File: src/rtl/uart_pkg.sv
// Shared types and constants for the uart_rx console receiver.
package uart_pkg;

   localparam int OVS_RATE   = 16;
   localparam int SAMPLE_IDX = 7;

   typedef enum logic [2:0] {
      ST_IDLE,
      ST_START,
      ST_DATA,
      ST_PARITY,
      ST_STOP,
      ST_WAIT_IDLE
   } rx_state_e;

   // Occupancy counter width: must represent 0..depth inclusive.
   function automatic int cnt_width(input int depth);
      return $clog2(depth) + 1;
   endfunction

endpackage

File: src/rtl/uart_rx_fifo.sv
// First-word-fall-through receive FIFO; head word is visible while valid_o is high.
module uart_rx_fifo
   import uart_pkg::*;
#(
   parameter int DEPTH = 16,
   parameter int WIDTH = 8
) (
   input  logic                        clk,
   input  logic                        rst,
   input  logic                        push_i,
   input  logic [WIDTH-1:0]            push_data_i,
   input  logic                        pop_i,
   output logic [WIDTH-1:0]            head_o,
   output logic                        valid_o,
   output logic                        full_o,
   output logic [cnt_width(DEPTH)-1:0] count_o
);

   localparam int AW = $clog2(DEPTH);
   localparam int CW = cnt_width(DEPTH);

   logic [WIDTH-1:0] mem_q [DEPTH];
   logic [AW-1:0]    wr_ptr_q;
   logic [AW-1:0]    rd_ptr_q;
   logic [CW-1:0]    count_q;
   logic [CW-1:0]    count_d;
   logic             do_push;
   logic             do_pop;

   assign valid_o = (count_q != '0);
   assign full_o  = (count_q == CW'(DEPTH));
   assign do_pop  = pop_i && valid_o;
   // A full FIFO still accepts a push when the head leaves in the same cycle.
   assign do_push = push_i && (!full_o || do_pop);

   always_comb begin
      count_d = count_q;
      if (do_push && !do_pop) begin
         count_d = count_q + CW'(1);
      end else if (!do_push && do_pop) begin
         count_d = count_q - CW'(1);
      end
   end

   always_ff @(posedge clk or posedge rst) begin
      if (rst) begin
         wr_ptr_q <= '0;
         rd_ptr_q <= '0;
         count_q  <= '0;
      end else begin
         if (do_push) wr_ptr_q <= wr_ptr_q + AW'(1);
         if (do_pop)  rd_ptr_q <= rd_ptr_q + AW'(1);
         count_q <= count_d;
      end
   end

   always_ff @(posedge clk) begin
      if (do_push) mem_q[wr_ptr_q] <= push_data_i;
   end

   assign head_o  = valid_o ? mem_q[rd_ptr_q] : '0;
   assign count_o = count_q;

endmodule

File: src/rtl/uart_rx.sv
// 16x-oversampled UART receiver with FWFT byte FIFO and one-cycle error pulses.
// Define UART_RX_PARITY_EN for 8E1 frames with a live parity_err; otherwise 8N1.
module uart_rx
   import uart_pkg::*;
#(
   parameter int OVS_DIV    = 109,
   parameter int FIFO_DEPTH = 16
) (
   input  logic                             clk,
   input  logic                             rst,
   input  logic                             rxd,
   output logic [7:0]                       rx_data,
   output logic                             rx_valid,
   input  logic                             rx_ready,
   output logic [cnt_width(FIFO_DEPTH)-1:0] fifo_count,
   output logic                             frame_err,
   output logic                             overrun_err,
   output logic                             parity_err
);

   localparam int OSW = $clog2(OVS_RATE);

   logic            sync1_q, sync2_q, rxd_prev_q;
   logic [15:0]     tick_cnt_q;
   logic [OSW-1:0]  os_q;
   rx_state_e       state_q;
   logic [2:0]      bit_cnt_q;
   logic [7:0]      shift_q;
   logic            par_pend_q;
   logic            frame_err_q, overrun_q;
`ifdef UART_RX_PARITY_EN
   logic            parity_err_q;
`endif
   logic            tick, sample, fall, push, pop, fifo_full;

   assign tick   = (tick_cnt_q == 16'(OVS_DIV - 1));
   assign sample = tick && (os_q == OSW'(SAMPLE_IDX));
   assign fall   = rxd_prev_q && !sync2_q;
   assign pop    = rx_valid && rx_ready;
   // Good stop bit is pushed in the sampling cycle so the byte is visible one edge later.
   assign push   = sample && (state_q == ST_STOP) && sync2_q && !par_pend_q;

   always_ff @(posedge clk or posedge rst) begin
      if (rst) begin
         sync1_q     <= 1'b1;
         sync2_q     <= 1'b1;
         rxd_prev_q  <= 1'b1;
         tick_cnt_q  <= '0;
         os_q        <= '0;
         state_q     <= ST_IDLE;
         bit_cnt_q   <= '0;
         shift_q     <= '0;
         par_pend_q  <= 1'b0;
         frame_err_q <= 1'b0;
         overrun_q   <= 1'b0;
`ifdef UART_RX_PARITY_EN
         parity_err_q <= 1'b0;
`endif
      end else begin
         sync1_q     <= rxd;
         sync2_q     <= sync1_q;
         rxd_prev_q  <= sync2_q;
         tick_cnt_q  <= tick ? '0 : tick_cnt_q + 16'd1;
         if (tick) os_q <= os_q + OSW'(1);
         frame_err_q <= 1'b0;
         overrun_q   <= 1'b0;
`ifdef UART_RX_PARITY_EN
         parity_err_q <= 1'b0;
`endif
         case (state_q)
            ST_IDLE: begin
               if (fall) begin
                  state_q    <= ST_START;
                  tick_cnt_q <= '0;
                  os_q       <= '0;
               end
            end
            ST_START: begin
               if (sample) begin
                  state_q    <= sync2_q ? ST_IDLE : ST_DATA;
                  bit_cnt_q  <= '0;
                  par_pend_q <= 1'b0;
               end
            end
            ST_DATA: begin
               if (sample) begin
                  shift_q   <= {sync2_q, shift_q[7:1]};
                  bit_cnt_q <= bit_cnt_q + 3'd1;
                  if (bit_cnt_q == 3'd7) begin
`ifdef UART_RX_PARITY_EN
                     state_q <= ST_PARITY;
`else
                     state_q <= ST_STOP;
`endif
                  end
               end
            end
`ifdef UART_RX_PARITY_EN
            ST_PARITY: begin
               if (sample) begin
                  par_pend_q <= ^{shift_q, sync2_q};
                  state_q    <= ST_STOP;
               end
            end
`endif
            ST_STOP: begin
               if (sample) begin
                  if (sync2_q) begin
                     overrun_q <= push && fifo_full && !pop;
`ifdef UART_RX_PARITY_EN
                     parity_err_q <= par_pend_q;
`endif
                     state_q <= ST_IDLE;
                  end else begin
                     frame_err_q <= 1'b1;
                     state_q     <= ST_WAIT_IDLE;
                  end
               end
            end
            ST_WAIT_IDLE: begin
               if (sync2_q) state_q <= ST_IDLE;
            end
            default: state_q <= ST_IDLE;
         endcase
      end
   end

   uart_rx_fifo #(
      .DEPTH (FIFO_DEPTH),
      .WIDTH (8)
   ) u_fifo (
      .clk         (clk),
      .rst         (rst),
      .push_i      (push),
      .push_data_i (shift_q),
      .pop_i       (rx_ready),
      .head_o      (rx_data),
      .valid_o     (rx_valid),
      .full_o      (fifo_full),
      .count_o     (fifo_count)
   );

   assign frame_err   = frame_err_q;
   assign overrun_err = overrun_q;
`ifdef UART_RX_PARITY_EN
   assign parity_err  = parity_err_q;
`else
   assign parity_err  = 1'b0;
`endif

endmodule

File: config.mk
export PLATFORM = sky130hd
export DESIGN_NAME = uart_rx
export DESIGN_NICKNAME = d
export VERILOG_FILES = /design/src/rtl/uart_pkg.sv /design/src/rtl/uart_rx_fifo.sv /design/src/rtl/uart_rx.sv
export SDC_FILE = /design/constraint.sdc
export NUM_CORES = 1
export LEC_CHECK = 0
export CORE_ASPECT_RATIO = 0.8
export CORE_MARGIN = 4
export CORE_UTILIZATION = 61
export CTS_CLUSTER_SIZE = 24
export DETAILED_ROUTE_END_ITERATION = 10
export DONT_BUFFER_PORTS = 1
export PLACE_DENSITY = 0.82
export RECOVER_POWER = 50
export SLEW_MARGIN = 0
export SYNTH_ARGS = -nofsm -noshare
export SYNTH_HDL_FRONTEND = slang
export SYNTH_SLANG_ARGS = --single-unit
File: constraint.sdc
create_clock -name clk -period 3.75 [get_ports clk]
set_clock_uncertainty 0.2 [all_clocks]
set_input_delay 0.1875 -clock clk [delete_from_list [all_inputs] [get_ports clk]]
set_output_delay 0.1875 -clock clk [all_outputs]
set_load 0.02 [all_outputs]
==> After elaboration in Yosys (flattened, before gate mapping) <==
Memories as Yosys holds them, arrays and structs flattened.
Index checks and enable logic that the tools add are counted.
{ "word_totals": {"ram_bits": 128, "n_memories": 1, "register_bits": 52, "out_inout_bits": 17} }
{ "op_classes": {"reduce_logical": 22, "addsub": 7, "mux": 29, "eq_ne": 14} }
{ "memory_table": {"columns": ["name", "depth", "width", "read_ports", "rd_clocked_by_memory_dff", "write_ports", "line", "rtl"], "rows": [
  ["u_fifo.mem_q", 16, 8, 1, 0, 1, "uart_rx_fifo.sv:22", "logic [WIDTH-1:0] mem_q [DEPTH];"]
]} }
{ "op_table": {"columns": ["operator", "n"], "rows": [
  ["16-bit 2-to-1 mux", 3],
  ["3-bit 2-to-1 mux", 9],
  ["16-bit by 1-bit adder with 16-bit output (second input constant)", 1],
  ["16-bit by 7-bit == test with 1-bit output (second input constant)", 1],
  ["3-bit one-hot mux with 5 select lines", 1],
  ["4-bit by 1-bit adder with 4-bit output (second input constant)", 3],
  ["4-bit 2-to-1 mux", 3],
  ["2-bit != test (second input constant)", 6],
  ["1-bit logical AND", 10],
  ["5-bit 2-to-1 mux", 2],
  ["3-bit == test (second input constant)", 3],
  ["1-bit 2-to-1 mux", 8],
  ["8-bit 2-to-1 mux", 1],
  ["3-bit one-hot mux with 2 select lines", 1],
  ["6-bit AND reduction", 1],
  ["5-bit by 1-bit adder with 5-bit output (second input constant)", 1],
  ["5-bit == test (second input constant)", 1],
  ["5-bit nonzero test", 1],
  ["5-bit by 1-bit subtractor with 5-bit output (second input constant)", 1],
  ["4-bit by 3-bit == test with 1-bit output (second input constant)", 1],
  ["1-bit logical NOT", 4],
  ["2-bit nonzero test", 2],
  ["3-bit by 1-bit adder with 3-bit output (second input constant)", 1],
  ["3-bit by 1-bit == test with 1-bit output (second input constant)", 1],
  ["6 further kinds", 6]
]} }

==> Depth between registers and ports, before layout <==
{ "depth": {"depth_word": 9, "ltp_mapped": 13, "ltp_nobuf": 12} }

==> Modules after synthesis <==
From an unflattened synthesis, not the netlist that was laid out.
{ "hier_totals": {"hier_cells": 490, "area_unflattened_um2": 7926.4} }
{ "by_module_without_submodules": {"columns": ["mod", "cells_per_inst", "instances", "area_each_um2"], "rows": [
  ["uart_rx_fifo", 302, 1, 5836.8],
  ["uart_rx", 188, 1, 2089.5]
]} }

==> Worst setup path before layout <==
No wires, ideal clock.
{ "synth_timing": {"path_type": "register to register", "start": "register u_fifo.count_q[1], in the netlist u_fifo.count_o[1]", "end": "register u_fifo.count_q[4], in the netlist u_fifo.count_o[4]", "path_stages_with_launch": 12, "period_less_slack_ns": 3.225, "setup_slack_ns": 0.525, "arrival_ns": 2.944, "required_time_ns": 3.470, "path_cell_list": "dfrtp_1 > or4_1 > or2_2 > clkbuf_1 > nand2_1 > ha_1 > inv_1 > ha_1 > a21o_1 > a21oi_1 > mux2i_1 > xnor2_1"} }
{ "synth_between": {"elab_chain_cells": 7} }
{ "synth_lines": {"columns": ["item", "line", "rtl"], "rows": [
  ["start, declared", "uart_rx_fifo.sv:25", "logic [CW-1:0] count_q;"],
  ["start signal, assigned", "uart_rx_fifo.sv:53", "count_q <= count_d;"],
  ["5-bit nonzero test *", "uart_rx_fifo.sv:30", "assign valid_o = (count_q != '0);"],
  ["via rx_valid", "uart_rx.sv:13", "output logic rx_valid,"],
  ["1-bit logical AND *", "uart_rx_fifo.sv:32", "assign do_pop = pop_i && valid_o;"],
  ["1-bit logical OR", "uart_rx_fifo.sv:34", "assign do_push = push_i && (!full_o || do_pop);"],
  ["1-bit logical AND", "uart_rx_fifo.sv:34", null],
  ["1-bit logical NOT", "uart_rx_fifo.sv:40", "end else if (!do_push && do_pop) begin"],
  ["1-bit logical AND", "uart_rx_fifo.sv:40", null],
  ["2-bit nonzero test (no line)", null, null]
]} }
Mark *: on every way through the listed nets, which the timed path passes. The rest lies on a longest branch. The select of a mux whose other input is x is not followed.
A chain may end at the register's enable or synchronous reset.

==> Worst setup path after layout <==
Same ends and word-level chain as after synthesis.

==> flow_summary.ini <==
[placement]
place_hpwl_um = 8880
placed_area_um2 = 7740
gp_congestion = 0.872
portBuffers = 0

[clock_network]
numCtsBuffers = 17
clkTransAtPathRegs_ns = 0.07
cts.sinks = 180
cts_buffer_depth = 2
ctsRootBufferMaster = clkbuf_16
cts_tree = yes
insertion_delay_ns = 0.43
ctsResizeCount = 0
ctsHoldBuffers = 3
h-tree-depth = 4
post_cts_buffers = 0

[sta]
hold_viol_final = 0
tightest_slew_ns = 1.93
setup_tns_ns = 0
rsz0062_at_grt = false
min_period_ns = 3.39
slew_violations = 53
finalCritPeriodShare = 0.903
setup_viol = 0
max_freq_ghz = 0.295
max_slew_margin = -0.288

[routing]
drc = 0
ant_nets = 0
via_per_inst = 6.40
wl_um = 14200
dr.pass1.iters = 7
drtIter0Drc = 442
wl_per_cell_um = 22.3
vias = 4083

[final_layout]
design_area_um2 = 8360
most-common-layout-cells = 128 x edfxtp_1, 48 x dfrtp_1, 32 x mux4_2
fill_cells = 763
area_growth_pct = 10.1
final_common_cell = edfxtp_1
drive_gt1_frac = 0.185
diodes = 0
nets = 494

[floorplan]
initial_core_util = 0.624
die_x_um = 133
core_area_um2 = 12200
die_area_um2 = 14300
die_h_um = 108
num_rows = 36
ios = 21

[pwr]
p_comb_frac = 0.138
power_density_nw_per_um2 = 587
p_int_mw = 3.59
leakage_nw = 3.37
max-vdd-ir-drop_uv = 312
power.share.switching = 0.268
seqPwrFrac = 0.504
power.net_switching_mw = 1.31
p_total_mw = 4.91
clkPwrFrac = 0.359

[worst_setup_path]
crit_family = simple AND/OR/NAND/NOR gates
path_cells = or4_1 -> or2_2 -> nand2_1 -> ha_1 -> inv_1 -> ha_1 -> a21o_1 -> a21oi_1 -> mux2i_1 -> xnor2_1
cp_common_cell = ha_1
cpMaxStageDelayCell = or4_1
critPathRequiredTime_ns = 3.90
slowest_delay_ns = 0.61
arrival_ns = 3.53
crit_type = register to register
cp-end-kind = register
cp_max_fo = 5
worst-path-buf-inv = 1
worstSetupStartpointType = register

[global_route]
first_global_vias = 4071
grt_max_degree = 53
grt_remaining_overflow = 0
track_usage = 0.218
antenna_found_initial = 0
grt_pass1_wl_um = 23000

[logic_synthesis]
synth_cell_types = 47
avgSynthCellArea_um2 = 16.2
ys_warn_count = 0
syn_nets = 488
synthCells = 468
synth-seq-cells = 180
synthesis.area_um2 = 7590
ys_seq_area_frac = 0.678

[worst_hold_path]
min_path_type = primary input to register

[outcome]
status = finished, violations left
violations = max-capacitance violations, max-slew violations

[run]
cap_violations = 1
==> logic make-up (layout without fill, tap and decap cells) <==
logic type                 count (synthesis)  count (layout)  synth area share
and+or+nand+nor                          124             124            0.0898
adders and majority gates                 16              16            0.0274
AOI/OAI and AO/OA                         28              28            0.0229
DFF                                      180             180             0.678
muxes                                     58              58             0.131
xor gates and xnor gates                  26              26            0.0300
buffers and inverters                     35              53            0.0203
other                                      1               1          0.000494
==> registers in the layout (all words and copies together), names as in the netlist <==
signal,count
u_fifo.wr_ptr_q,4
sync2_q,1
sync1_q,1
state_q,3
bit_cnt_q,3
overrun_err,1
frame_err,1
shift_q,8
rxd_prev_q,1
u_fifo.mem_q,128
u_fifo.count_o,5
os_q,4
tick_cnt_q,16
u_fifo.rd_ptr_q,4
==> power by group through the flow <==
stage	combinational, mW	sequential (mW)	clock [mW]
after detailed placement	0.677	2.51	0
final	0.676	2.47	1.76
after global routing	0.752	2.50	1.88
after floorplan	0.662	2.35	0
after CTS	0.687	2.47	1.78
after global placement	0.666	2.51	0
==> worst register-to-register path: cells and delay by family (launching register included) <==
kind                     cells  cell delay [ns]
adder cells (fa/ha/maj)      2             0.54
flip-flops                   1             0.51
multiplexers                 1             0.24
buffers and inverters        1             0.12
AND/OR/NAND/NOR              3             1.20
XOR/XNOR                     1             0.15
AO/OA/AOI/OAI                2             0.35
==> synth_stat cells, drive strengths merged <==
| master | count | area [um^2] |
|---|---|---|
| buf | 10 | 60.1 |
| dfrtp | 49 | 1230 |
| o21ai | 5 | 25.0 |
| o2bb2ai | 2 | 17.5 |
| inv | 12 | 45.0 |
| ha | 15 | 188 |
| nand2 | 28 | 115 |
| nand4 | 7 | 43.8 |
| or2 | 3 | 18.8 |
| conb | 1 | 3.75 |
| xnor2 | 12 | 105 |
| dfstp | 3 | 78.8 |
| and2 | 9 | 56.3 |
| and3 | 1 | 6.26 |
| or3 | 1 | 6.26 |
| mux2i | 17 | 170 |
| edfxtp | 128 | 3840 |
| nor2 | 30 | 113 |
| nor3b | 8 | 60.1 |
| nand3 | 13 | 65.1 |
| nor4 | 7 | 62.6 |
| mux2 | 9 | 101 |
| o211ai | 1 | 7.51 |
| a31o | 1 | 8.76 |
| a21o | 1 | 7.51 |
| a31oi | 3 | 18.8 |
| nand2b | 2 | 12.5 |
| xor2 | 14 | 123 |
| fa | 1 | 20.0 |
| nor2b | 2 | 12.5 |
| or4 | 1 | 7.51 |
| o22a | 1 | 8.76 |
| mux4 | 32 | 721 |
| and4 | 7 | 62.6 |
| o22ai | 8 | 50.1 |
| clkbuf | 13 | 48.8 |
| and3b | 1 | 8.76 |
| nor3 | 4 | 31.3 |
| a21oi | 6 | 30.0 |
==> layout make-up <==
cell class | count | area (um^2) | share of cell area
Clock buffer | 18 | 429 | 0.0513
Clock inverter | 13 | 161 | 0.0193
Inverter | 12 | 45.0 | 0.00539
Multi-Input combinational cell | 253 | 2290 | 0.274
Sequential cell | 180 | 5150 | 0.616
Tap cell | 152 | 190 | 0.0228
Timing Repair Buffer | 10 | 95.1 | 0.0114
==> through the flow <==
stage	setup slack [ns]	instances	hold slack (ns)	utilization
after floorplan	0.525	468	-0.00802	-
after global placement	0.458	604	-0.00794	0.636
after detailed placement	0.366	604	-0.00793	0.636
after CTS	0.337	638	0.0854	0.687
after global routing	0.148	638	0.0972	0.687
final	0.362	638	0.108	0.687
==> per-layer routing <==
metal,wire [um],vias to the layer above,GRT usage
li1,-,1788,-
met1,6050,2101,0.312
met2,6880,175,0.331
met3,1100,19,0.0650
met4,206,0,0.0631
met5,0,-,0
==> path summary, 6_finish.rpt <==
path	slack [ns]	depth (start not counted)	start	endpoint
max	0.36	10	u_fifo.count_o[1]	u_fifo.count_o[4]
min	0.11	1	rxd	sync1_q
max reg2reg	0.36	10	u_fifo.count_o[1]	u_fifo.count_o[4]
min reg2reg	0.17	0	sync1_q	sync2_q
max in group asynchronous	1.48	2	rst	u_fifo.rd_ptr_q[0]
min in group asynchronous	0.63	2	rst	u_fifo.count_o[2]
(Power assumes the default switching activity.)
